<file path="src/rtl/uart_wb_sequencer.sv">
// Wishbone master that programs a 16550 UART (divisor, LCR, FCR, IER) and then feeds THR from a
// valid/ready byte stream by polling LSR.THRE. Optional build macro RX_POLL_EN adds LSR.DR/RBR polling.
`timescale 1ns/1ps
module uart_wb_sequencer #(
    parameter int ADDR_WIDTH  = 3,
    parameter int ACK_TIMEOUT = 64
) (
    input  logic                  wb_clk_i,
    input  logic                  wb_rst_i,
    input  logic                  cfg_start,
    input  logic [15:0]           cfg_divisor,
    input  logic [6:0]            cfg_lcr,
    input  logic [7:0]            cfg_fcr,
    input  logic [3:0]            cfg_ier,
    output logic                  cfg_done,
    output logic                  err,
    input  logic                  tx_valid,
    input  logic [7:0]            tx_data,
    output logic                  tx_ready,
`ifdef RX_POLL_EN
    output logic                  rx_valid,
    output logic [7:0]            rx_data,
    input  logic                  rx_ready,
`endif
    output logic [ADDR_WIDTH-1:0] wb_adr_o,
    output logic [7:0]            wb_dat_o,
    input  logic [7:0]            wb_dat_i,
    output logic                  wb_we_o,
    output logic                  wb_stb_o,
    output logic                  wb_cyc_o,
    output logic [3:0]            wb_sel_o,
    input  logic                  wb_ack_i
);

    localparam int CNT_W = $clog2(ACK_TIMEOUT + 1);
    localparam logic [ADDR_WIDTH-1:0] A_THR = ADDR_WIDTH'(0);
    localparam logic [ADDR_WIDTH-1:0] A_IER = ADDR_WIDTH'(1);
    localparam logic [ADDR_WIDTH-1:0] A_FCR = ADDR_WIDTH'(2);
    localparam logic [ADDR_WIDTH-1:0] A_LCR = ADDR_WIDTH'(3);
    localparam logic [ADDR_WIDTH-1:0] A_LSR = ADDR_WIDTH'(5);

    typedef enum logic [3:0] {
        IDLE, W_LCR_DLAB, W_DLL, W_DLM, W_LCR, W_FCR, W_IER,
        READY, R_LSR, W_THR, ERR, R_LSR_RX, R_RBR
    } state_t;

    state_t                state, state_nx;
    logic [15:0]           div_q;
    logic [6:0]            lcr_q;
    logic [7:0]            fcr_q;
    logic [3:0]            ier_q;
    logic [7:0]            tx_q;
    logic [CNT_W-1:0]      cnt;
    logic                  start_ok, acked, expired;
    logic                  acc_go, acc_we;
    logic [ADDR_WIDTH-1:0] acc_adr;
    logic [7:0]            acc_dat;
    logic [6:0]            lcr_src;
    logic                  unused_rd;

    // Only individual status flags of the read data are inspected.
    assign unused_rd = ^wb_dat_i;

    // cfg_start wins over a byte offered in the same cycle, so tx_ready is withheld then.
    assign tx_ready = (state == READY) && !cfg_start;

    always_comb begin
        start_ok = cfg_start && (state == IDLE || state == READY || state == ERR);
        acked    = wb_cyc_o && wb_ack_i;
        expired  = wb_cyc_o && !wb_ack_i && (cnt == CNT_W'(ACK_TIMEOUT - 1));
        state_nx = state;
        if (start_ok) begin
            state_nx = W_LCR_DLAB;
        end else if (expired) begin
            state_nx = ERR;
        end else begin
            case (state)
                W_LCR_DLAB: if (acked) state_nx = W_DLL;
                W_DLL:      if (acked) state_nx = W_DLM;
                W_DLM:      if (acked) state_nx = W_LCR;
                W_LCR:      if (acked) state_nx = W_FCR;
                W_FCR:      if (acked) state_nx = W_IER;
                W_IER:      if (acked) state_nx = READY;
                READY: begin
                    if (tx_valid) state_nx = R_LSR;
`ifdef RX_POLL_EN
                    else if (!rx_valid) state_nx = R_LSR_RX;
`endif
                end
                R_LSR:      if (acked && wb_dat_i[5]) state_nx = W_THR;
                W_THR:      if (acked) state_nx = READY;
`ifdef RX_POLL_EN
                R_LSR_RX:   if (acked) state_nx = wb_dat_i[0] ? R_RBR : READY;
                R_RBR:      if (acked) state_nx = READY;
`endif
                default:    state_nx = state;
            endcase
        end
    end

    // Bus parameters of the access belonging to the state being entered or held.
    always_comb begin
        lcr_src = start_ok ? cfg_lcr : lcr_q;
        acc_go  = 1'b1;
        acc_we  = 1'b1;
        acc_adr = A_THR;
        acc_dat = 8'h00;
        case (state_nx)
            W_LCR_DLAB: begin acc_adr = A_LCR; acc_dat = {1'b1, lcr_src}; end
            W_DLL:      begin acc_adr = A_THR; acc_dat = div_q[7:0]; end
            W_DLM:      begin acc_adr = A_IER; acc_dat = div_q[15:8]; end
            W_LCR:      begin acc_adr = A_LCR; acc_dat = {1'b0, lcr_q}; end
            W_FCR:      begin acc_adr = A_FCR; acc_dat = fcr_q; end
            W_IER:      begin acc_adr = A_IER; acc_dat = {4'b0000, ier_q}; end
            W_THR:      begin acc_adr = A_THR; acc_dat = tx_q; end
            R_LSR:      begin acc_adr = A_LSR; acc_we = 1'b0; end
`ifdef RX_POLL_EN
            R_LSR_RX:   begin acc_adr = A_LSR; acc_we = 1'b0; end
            R_RBR:      begin acc_adr = A_THR; acc_we = 1'b0; end
`endif
            default:    begin acc_go = 1'b0; acc_we = 1'b0; end
        endcase
    end

    always_ff @(posedge wb_clk_i) begin
        if (wb_rst_i) state <= IDLE;
        else          state <= state_nx;
    end

    always_ff @(posedge wb_clk_i) begin
        if (wb_rst_i) begin
            wb_cyc_o <= 1'b0;
            wb_stb_o <= 1'b0;
            wb_we_o  <= 1'b0;
            wb_adr_o <= '0;
            wb_dat_o <= 8'h00;
            wb_sel_o <= 4'b0000;
            cnt      <= '0;
            cfg_done <= 1'b0;
            err      <= 1'b0;
            div_q    <= 16'h0000;
            lcr_q    <= 7'h00;
            fcr_q    <= 8'h00;
            ier_q    <= 4'h0;
            tx_q     <= 8'h00;
        end else begin
            if (start_ok) begin
                div_q    <= cfg_divisor;
                lcr_q    <= cfg_lcr;
                fcr_q    <= cfg_fcr;
                ier_q    <= cfg_ier;
                cfg_done <= 1'b0;
                err      <= 1'b0;
            end
            if (tx_valid && tx_ready) tx_q <= tx_data;
            if (wb_cyc_o) begin
                cnt <= cnt + CNT_W'(1);
                if (acked || expired) begin
                    wb_cyc_o <= 1'b0;
                    wb_stb_o <= 1'b0;
                    wb_we_o  <= 1'b0;
                    wb_sel_o <= 4'b0000;
                end
                if (expired) begin
                    err      <= 1'b1;
                    cfg_done <= 1'b0;
                end
                if (acked && state == W_IER) cfg_done <= 1'b1;
            end else if (acc_go) begin
                // Dropping cyc on the ack edge and raising it only from here guarantees an idle cycle.
                wb_cyc_o <= 1'b1;
                wb_stb_o <= 1'b1;
                wb_we_o  <= acc_we;
                wb_adr_o <= acc_adr;
                wb_dat_o <= acc_dat;
                wb_sel_o <= 4'b0001;
                cnt      <= '0;
            end
        end
    end

`ifdef RX_POLL_EN
    always_ff @(posedge wb_clk_i) begin
        if (wb_rst_i) begin
            rx_valid <= 1'b0;
            rx_data  <= 8'h00;
        end else if (acked && state == R_RBR) begin
            rx_valid <= 1'b1;
            rx_data  <= wb_dat_i;
        end else if (rx_valid && rx_ready) begin
            rx_valid <= 1'b0;
        end
    end
`endif

endmodule
</file>
<file path="config.mk">
export PLATFORM = sky130hd
export DESIGN_NAME = uart_wb_sequencer
export DESIGN_NICKNAME = d
export VERILOG_FILES = /design/src/rtl/uart_wb_sequencer.sv
export SDC_FILE = /design/constraint.sdc
export NUM_CORES = 1
export LEC_CHECK = 0
export ABC_AREA = 1
export BUFFER_PORTS_ARGS = -buffer_cell sky130_fd_sc_hd__buf_2
export CAP_MARGIN = 25
export CORE_ASPECT_RATIO = 1.1
export CORE_MARGIN = 5
export CORE_UTILIZATION = 32
export DETAILED_ROUTE_END_ITERATION = 8
export GPL_TIMING_DRIVEN = 0
export SLEW_MARGIN = 30
export SYNTH_ARGS = -nofsm -noshare
export SYNTH_HDL_FRONTEND = slang
export SYNTH_SLANG_ARGS = --single-unit
</file>
<file path="constraint.sdc">
create_clock -name wb_clk_i -period 2.1 [get_ports wb_clk_i]
set_clock_uncertainty 0.15 [all_clocks]
set_input_delay 0.21 -clock wb_clk_i [delete_from_list [all_inputs] [get_ports wb_clk_i]]
set_output_delay 0.21 -clock wb_clk_i [all_outputs]
set_load 0.01 [all_outputs]
</file>
# Word level (Yosys, flattened, before mapping)

Index checks and enable logic that the tools add are counted.

Flip-flop bits (word level): 74
Bits of input ports: 56
Output and inout bits: 21

Add/sub/neg operators: 1
Equal/unequal tests: 20
Multiplexer cells: 36
Bitwise operators: 1
Reductions and logical operators: 22

Operators with widths:

| kind                                                             | number |
|---|---|
| 8-bit one-hot mux with 7 select lines                            | 1 |
| 4-bit two-way mux                                                | 13 |
| 4-bit one-hot mux with 8 select lines                            | 1 |
| 4-bit by 3-bit == test with 1-bit output (second input constant) | 7 |
| 7-bit two-way mux                                                | 3 |
| 4-bit == test (second input constant)                            | 5 |
| 1-bit two-way mux                                                | 17 |
| 4-bit by 2-bit == test with 1-bit output (second input constant) | 4 |
| 3-bit one-hot mux with 4 select lines                            | 1 |
| 4-bit by 1-bit == test with 1-bit output (second input constant) | 2 |
| 1-bit logical AND                                                | 8 |
| 8-bit OR reduction                                               | 1 |
| 7-bit by 1-bit adder with 7-bit output (second input constant)   | 1 |
| 7-bit by 6-bit == test with 1-bit output (second input constant) | 1 |
| 7-bit OR reduction                                               | 1 |
| 2-bit OR reduction                                               | 3 |
| 4-bit zero test                                                  | 1 |
| 2-bit AND reduction                                              | 2 |
| 1-bit logical OR                                                 | 3 |
| 1-bit zero test                                                  | 2 |
| 2-bit by 1-bit != test with 1-bit output (second input constant) | 1 |
| 2-bit nonzero test                                               | 1 |
| 1-bit inverter                                                   | 1 |

# Logic depth before layout (Yosys ltp)

Word-level depth: 11
Gate-level depth with buffers: 17

# Least setup slack after synthesis

No wires, ideal clock.

Path type: flip-flop to flip-flop
Start: register cnt[0]
End: register cnt[6]
Setup time: 0.132 ns
Arrival time: 1.859 ns
Required time: 1.818 ns
Path slack: -0.041 ns
Stages on the path, launching flop included: 14
Buffers on the path: 1
Cell sequence: dfxtp_1 -> ha_1 -> nand2_1 -> nor2_2 -> nand3_2 -> nand2_1 -> o21ai_2 -> nor2_2 -> nand3_2 -> nand4_2 -> nand2_2 -> buf_6 -> nand3_1 -> a21oi_1

Word-level cells in the longest chain between the ends: 8
Elaborated cells between the ends (all ways): 17

RTL lines:

| item                                     | RTL line | text |
|---|---|---|
| start: declaration                       | 53       | `logic [CNT_W-1:0] cnt;` |
| start signal: assignment                 | 157      | `cnt <= cnt + CNT_W'(1);` |
| 7-bit by 6-bit == test with 1-bit output | 70       | `expired = wb_cyc_o && !wb_ack_i && (cnt == CNT_W'(ACK_TIMEOUT - 1));` |
| 1-bit logical AND                        | 70       |  |
| 4-bit two-way mux                        | 74       | `end else if (expired) begin` |
| 4-bit two-way mux                        | 72       | `if (start_ok) begin` |
| 4-bit == test (tied with other cells)    | 108      | `case (state_nx)` |
| 8-bit OR reduction (no source line)      | --       |  |
| 1-bit two-way mux                        | 108      |  |
| 2-bit nonzero test (no source line)      | --       |  |

Several ways; a longest one is shown, not always the timed one.
A chain may end at the register's enable or synchronous reset.

# Worst setup path after layout

Start: register state[1]
End: register wb_dat_o[7]

Word-level cells in the longest chain between the ends: 9
Elaborated cells between the ends (all ways): 38

RTL lines:

| item                                                                      | RTL line | text |
|---|---|---|
| start: declaration                                                        | 47       | `state_t state, state_nx;` |
| start signal: assignment                                                  | 127      | `else state <= state_nx;` |
| 4-bit by 3-bit == test with 1-bit output (tied with other cells)          | 77       | `case (state)` |
| 2-bit OR reduction (no source line) or 1-bit logical OR (tied branches)   | --       |  |
| 4-bit one-hot mux with 8 select lines or 1-bit logical OR (tied branches) | 77, 68   |  |
| 4-bit two-way mux or 1-bit logical AND (tied branches)                    | 74, 68   |  |
| 4-bit two-way mux *                                                       | 72       |  |
| 4-bit == test (tied with other cells)                                     | 108      |  |
| 8-bit OR reduction (no source line)                                       | --       |  |
| 1-bit two-way mux                                                         | 108      |  |
| 2-bit AND reduction (no source line)                                      | --       |  |
| end signal: assignment                                                    | 175      | `wb_dat_o <= acc_dat;` |
| end: declaration                                                          | 26       | `output logic [7:0] wb_dat_o,` |

Mark *: on every way between the ends. The rest lies on a longest branch, timed or not.

==> reports/metrics.yaml <==
yosysTopAreaCell: "dfxtp_1"
arrival_ns: 2.40
timing.slew.headroom: 0.568
grt-ovfl-total: 0
yosysWarnings: 0
std_cell_rows: 39
cts_tree: "built"
finalNetCount: 724
rsz0062_at_grt: "true"
preCtsSetupSlack_ns: -0.411
die_area_sq_um: 13000
clk_pin_slew_ns: 0.06
portBuffers: 66
comb_power_share: 0.573
crit_family: "simple AND/OR/NAND/NOR gates"
switching_power_w: 0.00351
htreeDepth: 3
synth_fa_ha_area_frac: 0.00362
track_usage: 0.181
synth_seq_cells: 70
reg2reg_setup_slack_ns: -0.19
r2r_cells: 15
synthCells: 520
powerDensity_nw_per_um2: 1490
vias_per_cell: 4.79
cp-start-kind: "flop"
hp-class: "in2reg"
path_buf_inv: 3
globalplace.congestion: 0.914
hpwl_um: 7750
p_int_w: 0.00433
cts_buffer_depth: 2
min-delay-start: "cfg_ier[3]"
cts.sink_count: 70
routed_wl_um: 11600
setup_ws_ns: -0.191
synth_top_family_by_area: "simple AND/OR/NAND/NOR gates"
clk_latency_ns: 0.33
async_reset_ff_frac: 0
fmax_ghz: 0.437
start_util: 0.329
die_x_um: 109
final.min_clock_period_ns: 2.29
status: "finished, violations left"
grt_pass1_wl_um: 18300
route.detailed.drc: 0
yosysMostFrequentCell: "nand2_1"
cp_slowest_stage_delay_ns: 0.43
synth_edf_count: 0
route.met3.wl_um: 671
yosysTopAreaCellShare: 0.406
drt-met1-wl_um: 4820
num_vias: 3894
critPathKind: "reg2reg"
die_h_um: 119
swShare: 0.448
fin_crit_sh: 1.09
fin_util: 0.502
power_frac_seq: 0.247
ant_nets: 0
synthMuxAreaShare: 0.0116
avgSynthCellArea_sq_um: 6.64
holdWs_ns: -0.00395
max_cap_viol_count: 0
synth_common_cells: "117 x nand2_1, 102 x nor2_1, 70 x dfxtp_1"
path_max_fanout: 7
critPathLaunch: "state[1]$_SDFF_PP0_"
maxSlewViolCount: 0
grt_pass1_vias: 3807
cts_buffers: 9
p_leak_nw: 2.43
drt_iter0_markers: 256
synth_xor_area_frac: 0
violations: "negative hold slack, negative setup slack"
maxUsedRoutingLayer: "met4"
hold_depth: 3
tightest_slew_ns: 0.648
pwr-share-clk: 0.181
yosysUniqueCellTypes: 28
irDropWorstVdd_uv: 686
yosys.area_share.simple: 0.385
setup_violations: 21
synth_compound_area_frac: 0.116
rr_startpoint: "state[1]$_SDFF_PP0_"
syn_area_sq_um: 3450
yosysSeqAreaShare: 0.406
antenna_cells: 0
drive_above_1_share: 0.352
synthFlopType: "dfxtp_1"
crit_chain: "inv_4, nor2_4, nand2_2, nand3_2, nand2_2, clkinv_2, nor2_4, nor2_4, nor2_4, nand3_4, nand4_4, nand2_4, buf_6, nand2_2, a21oi_1"
routedWlPerCell_um: 14.3
worstPathRequired_ns: 2.21
critPathSlowestCell: "dfxtp_4"
critPathMostFrequentCell: "nor2_4"
antenna_found_initial: 0
firstDrtPassIters: 5
core_sq_um: 10500
root_buffer: "clkbuf_16"
endpoint_kind: "flop"
hold_violations: 1
synthTopCellsByArea: "dfxtp_1 41%, nand2_1 13%, nor2_1 11%"
area_delta_synth_final_pct: 52.6
min_to: "ier_q[3]$_SDFFE_PP0N_"
boundaryPins: 77
dr_wl_met2_um: 5820
r2r-end: "wb_dat_o[7]$_SDFFE_PP0P_"
grt_max_degree: 12
## stage by stage
| stage | TNS (ns) | instances | total power (W) | hold WS [ns] | cell area (sq um) |
|---|---|---|---|---|---|
| CTS | -1.47 | 803 | 0.00751 | 0.00228 | 5090 |
| floorplan | 0 | 522 | 0.00404 | 0.224 | 3490 |
| global route | -5.43 | 813 | 0.00837 | 0.00698 | 5270 |
| global placement | -13.25 | 731 | 0.00482 | 0.291 | 4000 |
| detailed placement | -13.77 | 731 | 0.00488 | 0.302 | 4000 |
| finish | -2.99 | 813 | 0.00783 | -0.00395 | 5270 |
## worst reg2reg max path, stage by stage, from the launching register on
cell and delay, ns:
dfxtp_4 0.43, inv_4 0.06, nor2_4 0.18, nand2_2 0.10, nand3_2 0.08, nand2_2 0.06
clkinv_2 0.05, nor2_4 0.04, nor2_4 0.23, nor2_4 0.09, nand3_4 0.12, nand4_4 0.14
nand2_4 0.15, buf_6 0.15, nand2_2 0.05, a21oi_1 0.13
## layer usage
metal,up-vias,track usage
met5,-,0
met4,0,0.0718
met3,21,0.0395
met2,109,0.311
met1,1793,0.216
li1,1971,-
## cells in the final DEF, fill, tap and decap left out, types with 4 or more instances in the layout
master,netlist,layout
nand2_1,117,92
inv_2,6,6
nand4_1,11,11
a21oi_2,0,5
buf_6,1,10
nand3_2,4,7
buf_4,5,40
o21ai_0,41,32
inv_1,28,25
clkbuf_4,0,4
mux2i_1,4,4
nand3_4,0,5
o21ai_1,4,10
dfxtp_1,70,63
nor2_4,2,15
nand2_2,3,24
clkbuf_16,0,9
a21oi_1,33,28
dlygate4sd3_1,0,26
nor2_2,12,7
nand2_4,3,4
dfxtp_4,0,6
buf_2,3,67
nand3_1,42,34
clkbuf_1,14,8
nor2_1,102,95
## power by group through the flow
stage	Clock (W)	Combinational, W	Sequential, W
2_1_floorplan	0	0.00213	0.00190
3_3_place_gp	0	0.00293	0.00190
3_5_place_dp	0	0.00297	0.00191
4_1_cts	0.00144	0.00415	0.00192
5_1_grt	0.00151	0.00490	0.00196
6_report	0.00142	0.00449	0.00193
## cells by family after synthesis
kind of cell | count (synthesis)
AOI/OAI and AO/OA | 79
adders and majority gates | 1
buffers and inverters | 63
DFF | 70
muxes | 4
other | 1
and+or+nand+nor | 302
## sequential cells by signal, summed over array words and instances (netlist names)
register,flops
cfg_done,1
cnt,7
fcr_q,8
lcr_q,7
err,1
wb_sel_o,1
wb_cyc_o,1
state,4
tx_q,8
div_q,16
ier_q,4
wb_adr_o,3
wb_we_o,1
wb_dat_o,8
## worst max-delay path by stage
stage / end / depth (start not counted)
floorplan: cnt[6]$_SDFFE_PP0P_ / 13
global placement: wb_dat_o[1]$_SDFFE_PP0P_ / 16
detailed placement: wb_dat_o[1]$_SDFFE_PP0P_ / 16
CTS: wb_dat_o[0]$_SDFFE_PP0P_ / 16
global route: wb_dat_o[2]$_SDFFE_PP0P_ / 15
finish: wb_dat_o[7]$_SDFFE_PP0P_ / 15
## final cells by class
cell class                 count  area [sq um]
fill                        1005          5220
timing repair buffer         133           915
clock buffer                  13           270
tap                          143           179
buffer                        25           169
clock inverter                 1          5.00
multi-input combinational    390          2140
sequential                    70          1430
inverter                      38           163
## what timing repair did
item,4_1_cts,5_1_grt
resized for setup,92,50
pin swaps,35,19
gates cloned,5,0
hold buffers,26,0
buffers inserted,27,10
setup endpoints to repair,55,49
hold endpoints to repair,26,0
No activity file was read; power rests on OpenSTA's default activity.
